### src/rtl/clk_gate_ctrl.sv
// clk_gate_ctrl: idle-detect controller driving the enable pin of one unit's
// clock-gate cell. Runs on the free-running clock, never on the gated one.
//
//   state     | meaning
//   ----------+---------------------------------------------------------
//   RUN       | clock on, unit ready, watching for idle
//   IDLE_WAIT | clock on, counting down consecutive idle cycles
//   GATED     | clock stopped, waiting for any wake condition
//   WAKE      | clock restarted, holding off ready for the wake latency
module clk_gate_ctrl #(
  parameter int IDLE_CYCLES = 16,
  parameter int WAKE_CYCLES = 2,
  parameter int CNT_W       = 16
) (
  input  logic             clk,
  input  logic             rst,
  input  logic             sleep_allow,
  input  logic             busy,
  input  logic             wake_req,
  input  logic             force_on,
  output logic             enable,
  output logic             ready,
  output logic             gated,
  output logic [CNT_W-1:0] gate_count
);

  // Counters only ever hold PARAM-1 down to 0.
  localparam int IW = (IDLE_CYCLES > 1) ? $clog2(IDLE_CYCLES) : 1;
  localparam int WW = (WAKE_CYCLES > 1) ? $clog2(WAKE_CYCLES) : 1;

  typedef enum logic [1:0] {
    S_RUN       = 2'd0,
    S_IDLE_WAIT = 2'd1,
    S_GATED     = 2'd2,
    S_WAKE      = 2'd3
  } state_t;

  state_t        state;
  logic [IW-1:0] idle_cnt;
  logic [WW-1:0] wake_cnt;
  logic          idle;

  // Any activity, wake request, debug override or missing permission aborts idling.
  assign idle = sleep_allow & ~busy & ~wake_req & ~force_on;

  // Sequencer with registered outputs; enable only moves on clk edges so the
  // gate cell's latch never sees a glitch.
  always_ff @(posedge clk or posedge rst) begin
    if (rst) begin
      state      <= S_RUN;
      idle_cnt   <= '0;
      wake_cnt   <= '0;
      enable     <= 1'b1;
      ready      <= 1'b1;
      gated      <= 1'b0;
      gate_count <= '0;
    end else begin
      case (state)
        S_RUN: begin
          if (idle) begin
            state    <= S_IDLE_WAIT;
            idle_cnt <= IW'(IDLE_CYCLES - 1);
          end
        end
        S_IDLE_WAIT: begin
          // Abort wins over an expiring count: no gating, no count bump.
          if (!idle) begin
            state <= S_RUN;
          end else if (idle_cnt == '0) begin
            state  <= S_GATED;
            enable <= 1'b0;
            ready  <= 1'b0;
            gated  <= 1'b1;
            if (gate_count != {CNT_W{1'b1}})
              gate_count <= gate_count + 1'b1;
          end else begin
            idle_cnt <= idle_cnt - 1'b1;
          end
        end
        S_GATED: begin
          if (!idle) begin
            state    <= S_WAKE;
            wake_cnt <= WW'(WAKE_CYCLES - 1);
            enable   <= 1'b1;
            gated    <= 1'b0;
          end
        end
        S_WAKE: begin
          // Inputs ignored until the clock has been stable long enough.
          if (wake_cnt == '0) begin
            state <= S_RUN;
            ready <= 1'b1;
          end else begin
            wake_cnt <= wake_cnt - 1'b1;
          end
        end
        default: begin
          state  <= S_RUN;
          enable <= 1'b1;
          ready  <= 1'b1;
          gated  <= 1'b0;
        end
      endcase
    end
  end

endmodule

### config.mk
export PLATFORM = sky130hd
export DESIGN_NAME = clk_gate_ctrl
export DESIGN_NICKNAME = d
export VERILOG_FILES = /design/src/rtl/clk_gate_ctrl.sv
export SDC_FILE = /design/constraint.sdc
export NUM_CORES = 1
export LEC_CHECK = 0
export CORE_ASPECT_RATIO = 1.75
export CORE_UTILIZATION = 40
export CTS_CLUSTER_SIZE = 25
export DETAILED_ROUTE_END_ITERATION = 16
export DONT_BUFFER_PORTS = 1
export GPL_ROUTABILITY_DRIVEN = 1
export SLEW_MARGIN = 20
export SYNTH_ARGS = -nofsm -noshare
export SYNTH_HDL_FRONTEND = slang
export SYNTH_SLANG_ARGS = --single-unit
export TNS_END_PERCENT = 5
### constraint.sdc
create_clock -name clk -period 2.1 [get_ports clk]
set_input_delay 0.63 -clock clk [delete_from_list [all_inputs] [get_ports clk]]
set_output_delay 0.63 -clock clk [all_outputs]
set_load 0.02 [all_outputs]
==> results of run 1 <==
## cells in the mapped netlist (3+ instances only)
master,number
sky130_fd_sc_hd__dfrtp_1,24
sky130_fd_sc_hd__nor2_1,4
sky130_fd_sc_hd__mux2_2,3
sky130_fd_sc_hd__xor2_1,11
sky130_fd_sc_hd__and4_1,3
sky130_fd_sc_hd__inv_1,7
sky130_fd_sc_hd__o21ai_0,8
sky130_fd_sc_hd__nand3_1,7
sky130_fd_sc_hd__nor3_1,6
sky130_fd_sc_hd__nand2_1,12
sky130_fd_sc_hd__nor4_1,3
sky130_fd_sc_hd__a21oi_1,7
## power by group through the flow
| stage | logic (mW) | clock network (mW) | registers, mW |
|---|---|---|---|
| after CTS | 0.0856 | 0.329 | 0.600 |
| after global routing | 0.100 | 0.357 | 0.609 |
| final | 0.0839 | 0.322 | 0.600 |
| after detailed placement | 0.0861 | 0 | 0.610 |
| after floorplan | 0.0841 | 0 | 0.586 |
| after global placement | 0.0830 | 0 | 0.607 |
## registers in the layout (all words and copies together) (netlist names), named ones only
signal and flops:
gate_count 16, ready 1, state 1, enable 1, gated 1, wake_cnt 1
idle_cnt 4
## layout make-up
class                   count  area [sq um]
fillers                   291          1540
multi-input cells          94           706
flip-flops and latches     26           653
repair buffers             24           180
clock buffers               4          55.1
well taps                  43          53.8
inverters                   7          26.3
## cells by family (layout without fill, tap and decap cells)
group | Yosys count | count (layout) | synth area share [%]
xor gates and xnor gates | 13 | 13 | 8.29
AOI/OAI and AO/OA | 20 | 20 | 8.11
DFF | 26 | 26 | 47.5
muxes | 4 | 4 | 3.19
adders and majority gates | 2 | 2 | 1.82
and+or+nand+nor | 55 | 55 | 27.3
buffers and inverters | 11 | 35 | 3.73
## worst paths after layout
kind                                       end        start  slack (ps)
worst max-delay path            gate_count[14]  idle_cnt[0]         100
worst min-delay path            gate_count[15]          rst         300
worst max register to register  gate_count[14]  idle_cnt[0]         100
worst min register to register           ready     wake_cnt         490
max in group asynchronous               enable          rst        1510
min in group clk                         ready     wake_cnt         490
## critical path, stage by stage, from the launching register on
cell and delay, ps:
sky130_fd_sc_hd__dfrtp_1 410, sky130_fd_sc_hd__inv_1 90, sky130_fd_sc_hd__ha_1 160, sky130_fd_sc_hd__nor3b_1 190, sky130_fd_sc_hd__buf_4 150, sky130_fd_sc_hd__nand4_2 170, sky130_fd_sc_hd__nor4_1 350, sky130_fd_sc_hd__mux2_2 370
## layer usage
layer  share of wire [%]  GRT usage [%]
met5                   0              0
met2                  56           32.4
met1                  37           20.3
met4                 2.4           10.0
met3                 4.7           4.52
==> results.md, run 1 <==
Outcome:
- The run finished with clean final reports.

Yosys:
- After synthesis the cells add up to 1370 sq um.
- Of the synthesized area, sequential elements account for 47.5%.
- The fraction of synthesized cell area taken by the top area cell type is 43.7%.
- Of all flip-flops after synthesis, the portion carrying an async set or reset was 100%.
- The synthesized design spends more area on one cell type than any other, namely sky130_fd_sc_hd__dfrtp_1.
- The number of unique standard cell types used by synthesis is 38.
- The net count of the mapped netlist is 139.
- The total of flip-flops plus latches after synthesis is 26.
- The most used flip-flop cell after synthesis is sky130_fd_sc_hd__dfrtp_1.
- After synthesis, the cell types taking the most area are sky130_fd_sc_hd__dfrtp_1 44%, sky130_fd_sc_hd__xor2_1 7.0%, sky130_fd_sc_hd__dfstp_2 3.8%, sky130_fd_sc_hd__nand2_1 3.3%, sky130_fd_sc_hd__nor4_4 3.1%.
- The number of flops mapped to enable cells by yosys is 0.
- Yosys printed 0 warnings.
- In the synthesized netlist, the number of instances is 131.
- A synthesized cell averages 10.5 sq um.

Floorplanning:
- The area enclosed by the die boundary is 3680 sq um.
- The die width is 46.3 um.
- The core footprint is 3210 sq um.
- The vertical die dimension is 79.5 um.
- The standard-cell row count is 27.
- For this design the top-level I/O count stands at 25.
- The starting density of the core is 42.8%.

Global routing:
- The total routing resource utilization after global routing is 19.0%.
- The total overflow left after global routing is 0.
- The global-route wire length before repair is 5.11 mm.
- Entering global routing, the biggest net connects 27 pins.
- The initial antenna violation count is 0.
- The number of global-route vias before repair is 1,179.

Job:
- The tool flagged a number of max-cap violations equal to 0.

Setup path:
- The data arrival at the endpoint of the critical path is 2160 ps.
- The kind of launch point of the worst setup path is a register.
- The type of the worst setup path is register to register.
- The worst setup path is captured at a register.
- At the worst endpoint, the required time is 2260 ps.
- Measured in cells, the most critical reg-to-reg path has a length of 7.
- Of all nets on the critical path, the largest fanout is 5.

Timing:
- On the final layout, the worst hold slack is 298 ps.
- The max-slew violation count came to 0.
- Of the available clock period, the critical path in the final layout requires 95.4%.
- Setup repair after global routing could not meet its margin everywhere.
- For this run, the top clock speed supported by timing is 499 MHz.
- The clock arrives with 2.07 ps of skew.
- The worst max-slew margin expressed relative to the limit is 57.0%.
- The post-route setup TNS is 0 ps.
- The number of endpoints with negative hold slack in the final report was 0.
- After layout, the worst setup slack is 96.0 ps.
- The time the final worst path needs with I/O delays and setup is 2000 ps.
- The transition time of the tightest slew-check pin is 645 ps.
- Setup violations remaining at the end of the flow were counted as 0.

CTS:
- The number of gates resized after cts is 0.
- The clock tree from TritonCTS is yes.
- CTS placed an instance of sky130_fd_sc_hd__clkbuf_8 at the clock tree root.
- Clock-pin slew was measured on the worst setup and hold paths at 90 ps.
- In this run the post-CTS setup repair buffer count came out at 0.
- The deepest level of the CTS H-tree is 1.
- TritonCTS created 3 clock buffers.
- The number of hold buffers added after cts is 0.
- Clock tree synthesis found a total of 26 sinks.
- The source-to-sink clock delay at the later pin of the worst-skew pair is 270 ps.
- The maximum clock insertion buffer count is 2.

Finish:
- The net count of the finished layout is 164.
- In the layout the commonest cells are 24 x sky130_fd_sc_hd__dfrtp_1, 24 x sky130_fd_sc_hd__buf_4, 12 x sky130_fd_sc_hd__nand2_1.
- The core utilization of the finished layout is 52.2%.
- The final standard cell count with taps included and fillers excluded is 198.
- From synthesis to final layout, the design area changed by 21.9%.
- In the final layout, the share of cells above drive strength 1 is 28.4%.
- The number of antenna diodes in the final layout is 0.
- The final cell area excluding filler cells is 1670 sq um.

Routing:
- The total length of routed wires is 2.89 mm.
- Using the TritonRoute via totals, the vias-per-cell ratio works out to 5.51.
- The average wire length per cell after detail routing is 14.6 um.
- The first-pass iteration count of the detailed router is 4.
- The routed layout has 1,091 vias.
- In the routed design, unresolved DRC markers number 0.
- The count of nets left with antenna violations after detail routing is 0.
- The first routing iteration left 32 violations.

Pwr:
- The switching power is 261 uW.
- Of the total power, the clock network draws 32.0%.
- The sequential fraction of design power is 59.6%.
- Net switching is 25.9% of the power.
- In this run the static leakage power is 0.789 nW.
- The sum of internal, switching and leakage power is 1.01 mW.
- Of the total power, combinational logic draws 8.3%.
- IR analysis of the VDD net gives a maximum drop of 0.409 mV.
- The internal power of the cells totals 745 uW.
- In this run the power density over the cells is 601 nW/um^2.

Placement:
- The placer's final routability congestion estimate is 0.839.
- The total cell area at the placement stage is 1580 sq um.
- During placement, the flow inserted port buffers numbering 0.
- Counting tap cells, the placed design contains a total of 194 instances.
- The pre-CTS worst setup slack is 91.2 ps.
- The wire-length estimate of the detail-placed layout is 2.24 mm.

Hold path:
- The path class of the tightest hold or removal check is primary input to asynchronous set/reset pin.
No activity file was read; power rests on OpenSTA's default activity.
==> run 2, diff against run 1 <==
--- a/config.mk
+++ b/config.mk
@@ -5,7 +5,7 @@
 export SDC_FILE = /design/constraint.sdc
 export NUM_CORES = 1
 export LEC_CHECK = 0
-export CORE_ASPECT_RATIO = 1.75
+export CORE_ASPECT_RATIO = 0.6
 export CORE_UTILIZATION = 40
 export CTS_CLUSTER_SIZE = 25
 export DETAILED_ROUTE_END_ITERATION = 16
==> run 2 against run 1 <==
Effect of this change: design area decreased by 0.82%; combinational power increased by 13%; routed wire length up 3.6%; non-clock buffer count is 1 lower; largest cell class unchanged; highest routed layer unchanged.
==> results.md, run 2 (synthesis results as in run 1) <==
Floorplanning:
- The starting density of the core is 42.1% (was 42.8%).
- The vertical die dimension is 47.4 um (was 79.5 um).
- The die width is 77.7 um (was 46.3 um).
- The core footprint is 3260 sq um (was 3210 sq um).
- The area enclosed by the die boundary is 3680 sq um (about the same).
- The standard-cell row count is 16 (was 27).
- The number of placed I/O pins was 25 (unchanged).

Placement:
- The sum of net half-perimeters after detailed placement is 2.24 mm (about the same).
- The number of cells in the design after placement is 195 (was 194).
- The placer's final routability congestion estimate is 0.767 (was 0.839).
- The number of I/O port buffers was 0 (unchanged).
- The total cell area at the placement stage is 1580 sq um (about the same).

Timing:
- The fmax was 517 MHz (was 499 MHz).
- The time the final worst path needs with I/O delays and setup was 1930 ps (was 2000 ps).
- The tightest hold margin is 284 ps (was 298 ps).
- The final-report setup violation count is 0 (unchanged).
- The post-route setup TNS is 0 ps (unchanged).
- The transition time of the tightest slew-check pin came to 342 ps (was 645 ps).
- The worst setup skew after layout is 10.4 ps (was 2.07 ps).
- The worst max-slew margin expressed relative to the limit is 77.2% (was 57.0%).
- The number of endpoints with negative hold slack in the final report is 0 (unchanged).
- Unrepaired setup endpoints after global routing: no (was yes).
- The final critical-path share of the clock period was 92.0% (was 95.4%).
- The max-slew violation count is 0 (unchanged).

Pwr:
- The sum of internal, switching and leakage power came to 1.12 mW (was 1.01 mW).
- The peak ir drop on the vdd network is 0.328 mV (was 0.409 mV).
- The relative contribution of combinational cells to total power was 8.5% (was 8.3%).
- The switching share of total power is 25.1% (was 25.9%).
- The internal cell power was 839 uW (was 745 uW).
- The fraction of power consumed by the clock network is 37.9% (was 32.0%).
- The sequential fraction of design power was 53.6% (was 59.6%).
- The total power density per cell area is 675 nW/um^2 (was 601 nW/um^2).
- The leakage power total came to 0.782 nW (was 0.789 nW).
- The switching power came to 282 uW (was 261 uW).

Setup path:
- Among the stages of the critical path, the cell type that occurs most often is sky130_fd_sc_hd__buf_4.
- The required time of the critical path was 2300 ps (was 2260 ps).
- The data arrival at the endpoint of the critical path is 2130 ps (was 2160 ps).
- The biggest fanout along the worst timing path is 8 (was 5).
- The type of the worst setup path is register to register (unchanged).
- The highest-delay cell along the critical path is sky130_fd_sc_hd__dfrtp_1 (unchanged).
- Critical Path, Cell by Cell: inv_1 -> ha_1 -> nor3b_2 -> nand4_2 -> buf_4 -> nor4b_2 -> buf_4 -> xor2_1 (was inv_1 -> ha_1 -> nor3b_1 -> buf_4 -> nand4_2 -> nor4_1 -> mux2_2).
- The kind of launch point of the worst setup path is a register (unchanged).
- The critical path buffer and inverter count came to 3 (was 2).
- The critical path endpoint category is a register (unchanged).
- The worst stage delay on the critical path came to 390 ps (was 410 ps).
- The cell family with the largest share of critical-path delay is simple AND/OR/NAND/NOR gates (unchanged).

Finish:
- The commonest non-fill, non-tap cell in the layout is sky130_fd_sc_hd__dfrtp_1.
- The number of nets in the finished design is 163 (was 164).
- Commonest non-fill, non-tap cells in the layout: 24 x sky130_fd_sc_hd__dfrtp_1, 23 x sky130_fd_sc_hd__buf_4, 12 x sky130_fd_sc_hd__nand2_1 (was 24 x sky130_fd_sc_hd__dfrtp_1, 24 x sky130_fd_sc_hd__buf_4, 12 x sky130_fd_sc_hd__nand2_1).
- The largest register by flop count is gate_count (unchanged).
- The synthesis-to-finish area growth is 20.9% (was 21.9%).
- The share of cells above drive strength 1 is 26.0% (was 28.4%).
- The final cell area excluding filler cells is 1660 sq um (was 1670 sq um).
- The flip-flop count of the largest register after layout is 16 (unchanged).
- Registers with the highest flip-flop counts: gate_count x16, idle_cnt x4 (unchanged).
- The final standard cell count with taps included and fillers excluded is 199 (was 198).
- The final antenna diode count is 0 (unchanged).

Global routing:
- The remaining global-route overflow came to 0 (unchanged).
- The number of global-route vias before repair was 967 (was 1,179).
- The total routing resource utilization after global routing is 17.1% (was 19.0%).
- The initial antenna violation count is 0 (unchanged).
- The global-route wire length before repair is 4.65 mm (was 5.11 mm).
- The largest net degree at the start of global routing is 27 (unchanged).

Job:
- The number of maximum-capacitance violations is 0 (unchanged).

CTS:
- The deepest level of the CTS H-tree is 1 (unchanged).
- The number of clock sinks is 26 (unchanged).
- The number of hold buffers added after cts was 0 (unchanged).
- The source-to-sink clock delay at the later pin of the worst-skew pair is 280 ps (was 270 ps).
- The cell at the root of the clock tree is sky130_fd_sc_hd__clkbuf_8 (unchanged).
- The maximum clock insertion buffer count is 2 (unchanged).
- The number of CTS-inserted buffers is 3 (unchanged).
- The clock tree from TritonCTS is yes (unchanged).
- The clock input transition at the sequential cells of the worst setup and hold paths came to 100 ps (was 90 ps).

Routing:
- The via-per-instance ratio is 5.29 (was 5.51).
- The first-iteration detailed-routing DRC count is 47 (was 32).
- The count of nets left with antenna violations after detail routing is 0 (unchanged).
- The first-pass iteration count of the detailed router came to 4 (unchanged).
- The total length of routed wires is 2.99 mm (was 2.89 mm).
- The via count of the routed design is 1,052 (was 1,091).
- The average wire length per cell after detail routing was 15.0 um (was 14.6 um).
- The post-route DRC violation count is 0 (unchanged).

Outcome:
- Outcome: finished clean (unchanged).

Hold path:
- The worst min-delay path class is primary input to asynchronous set/reset pin (unchanged).
-- run 2: cell types whose count changed in the layout (fill, tap and decap cells not counted), sizes merged --
cell,before,now
buf,24,23
bufinv,0,1
clkbuf,4,3
-- run 2: power groups by stage --
stage	Clock [mW]	Sequential [mW]	Combinational [mW]
detailed placement	0	0.609	0.0950
CTS	0.435	0.600	0.0955
global placement	0	0.606	0.0908
finish	0.425	0.601	0.0947
global route	0.457	0.606	0.107
floorplan	0	0.586	0.0841
-- run 2: final cells by class --
| class | instances | area [sq um] |
|---|---|---|
| Tap cell | 45 | 56.3 |
| Timing Repair Buffer | 23 | 173 |
| Sequential cell | 26 | 653 |
| Fill cell | 301 | 1600 |
| Multi-Input combinational cell | 94 | 681 |
| Clock buffer | 3 | 41.3 |
| Inverter | 7 | 26.3 |
| Clock inverter | 1 | 30.0 |
-- run 2: worst paths after layout --
path                             start             end  slack, ps  cells after the start
max in group asynchronous          rst           ready       1520                      2
min in group clk              wake_cnt           ready        520                      1
setup reg to reg           idle_cnt[1]   gate_count[9]        170                      8
hold / removal                     rst  gate_count[11]        280                      2
hold reg to reg               wake_cnt           ready        520                      1
setup / recovery           idle_cnt[1]   gate_count[9]        170                      8
-- run 2: what timing repair did --
action,4_1_cts,5_1_grt
buffers inserted,0,0
resized for setup,1,1
setup endpoints to repair,1,1
-- run 2: layer usage --
metal / up-vias / global-route usage, % / wire [um]
met5: - / 0 / 0
met4: 0 / 2.26 / 11
met3: 2 / 6.99 / 215
met2: 29 / 23.7 / 1210
met1: 500 / 25.1 / 1560
li1: 521 / - / -
-- run 2: metrics by stage --
stage	utilization (%)	worst slack, ps
2_1_floorplan	-	78.8
3_3_place_gp	48.4	121
3_5_place_dp	48.4	1.75
4_1_cts	50.7	39.7
5_1_grt	50.9	15.0
6_report	50.9	168
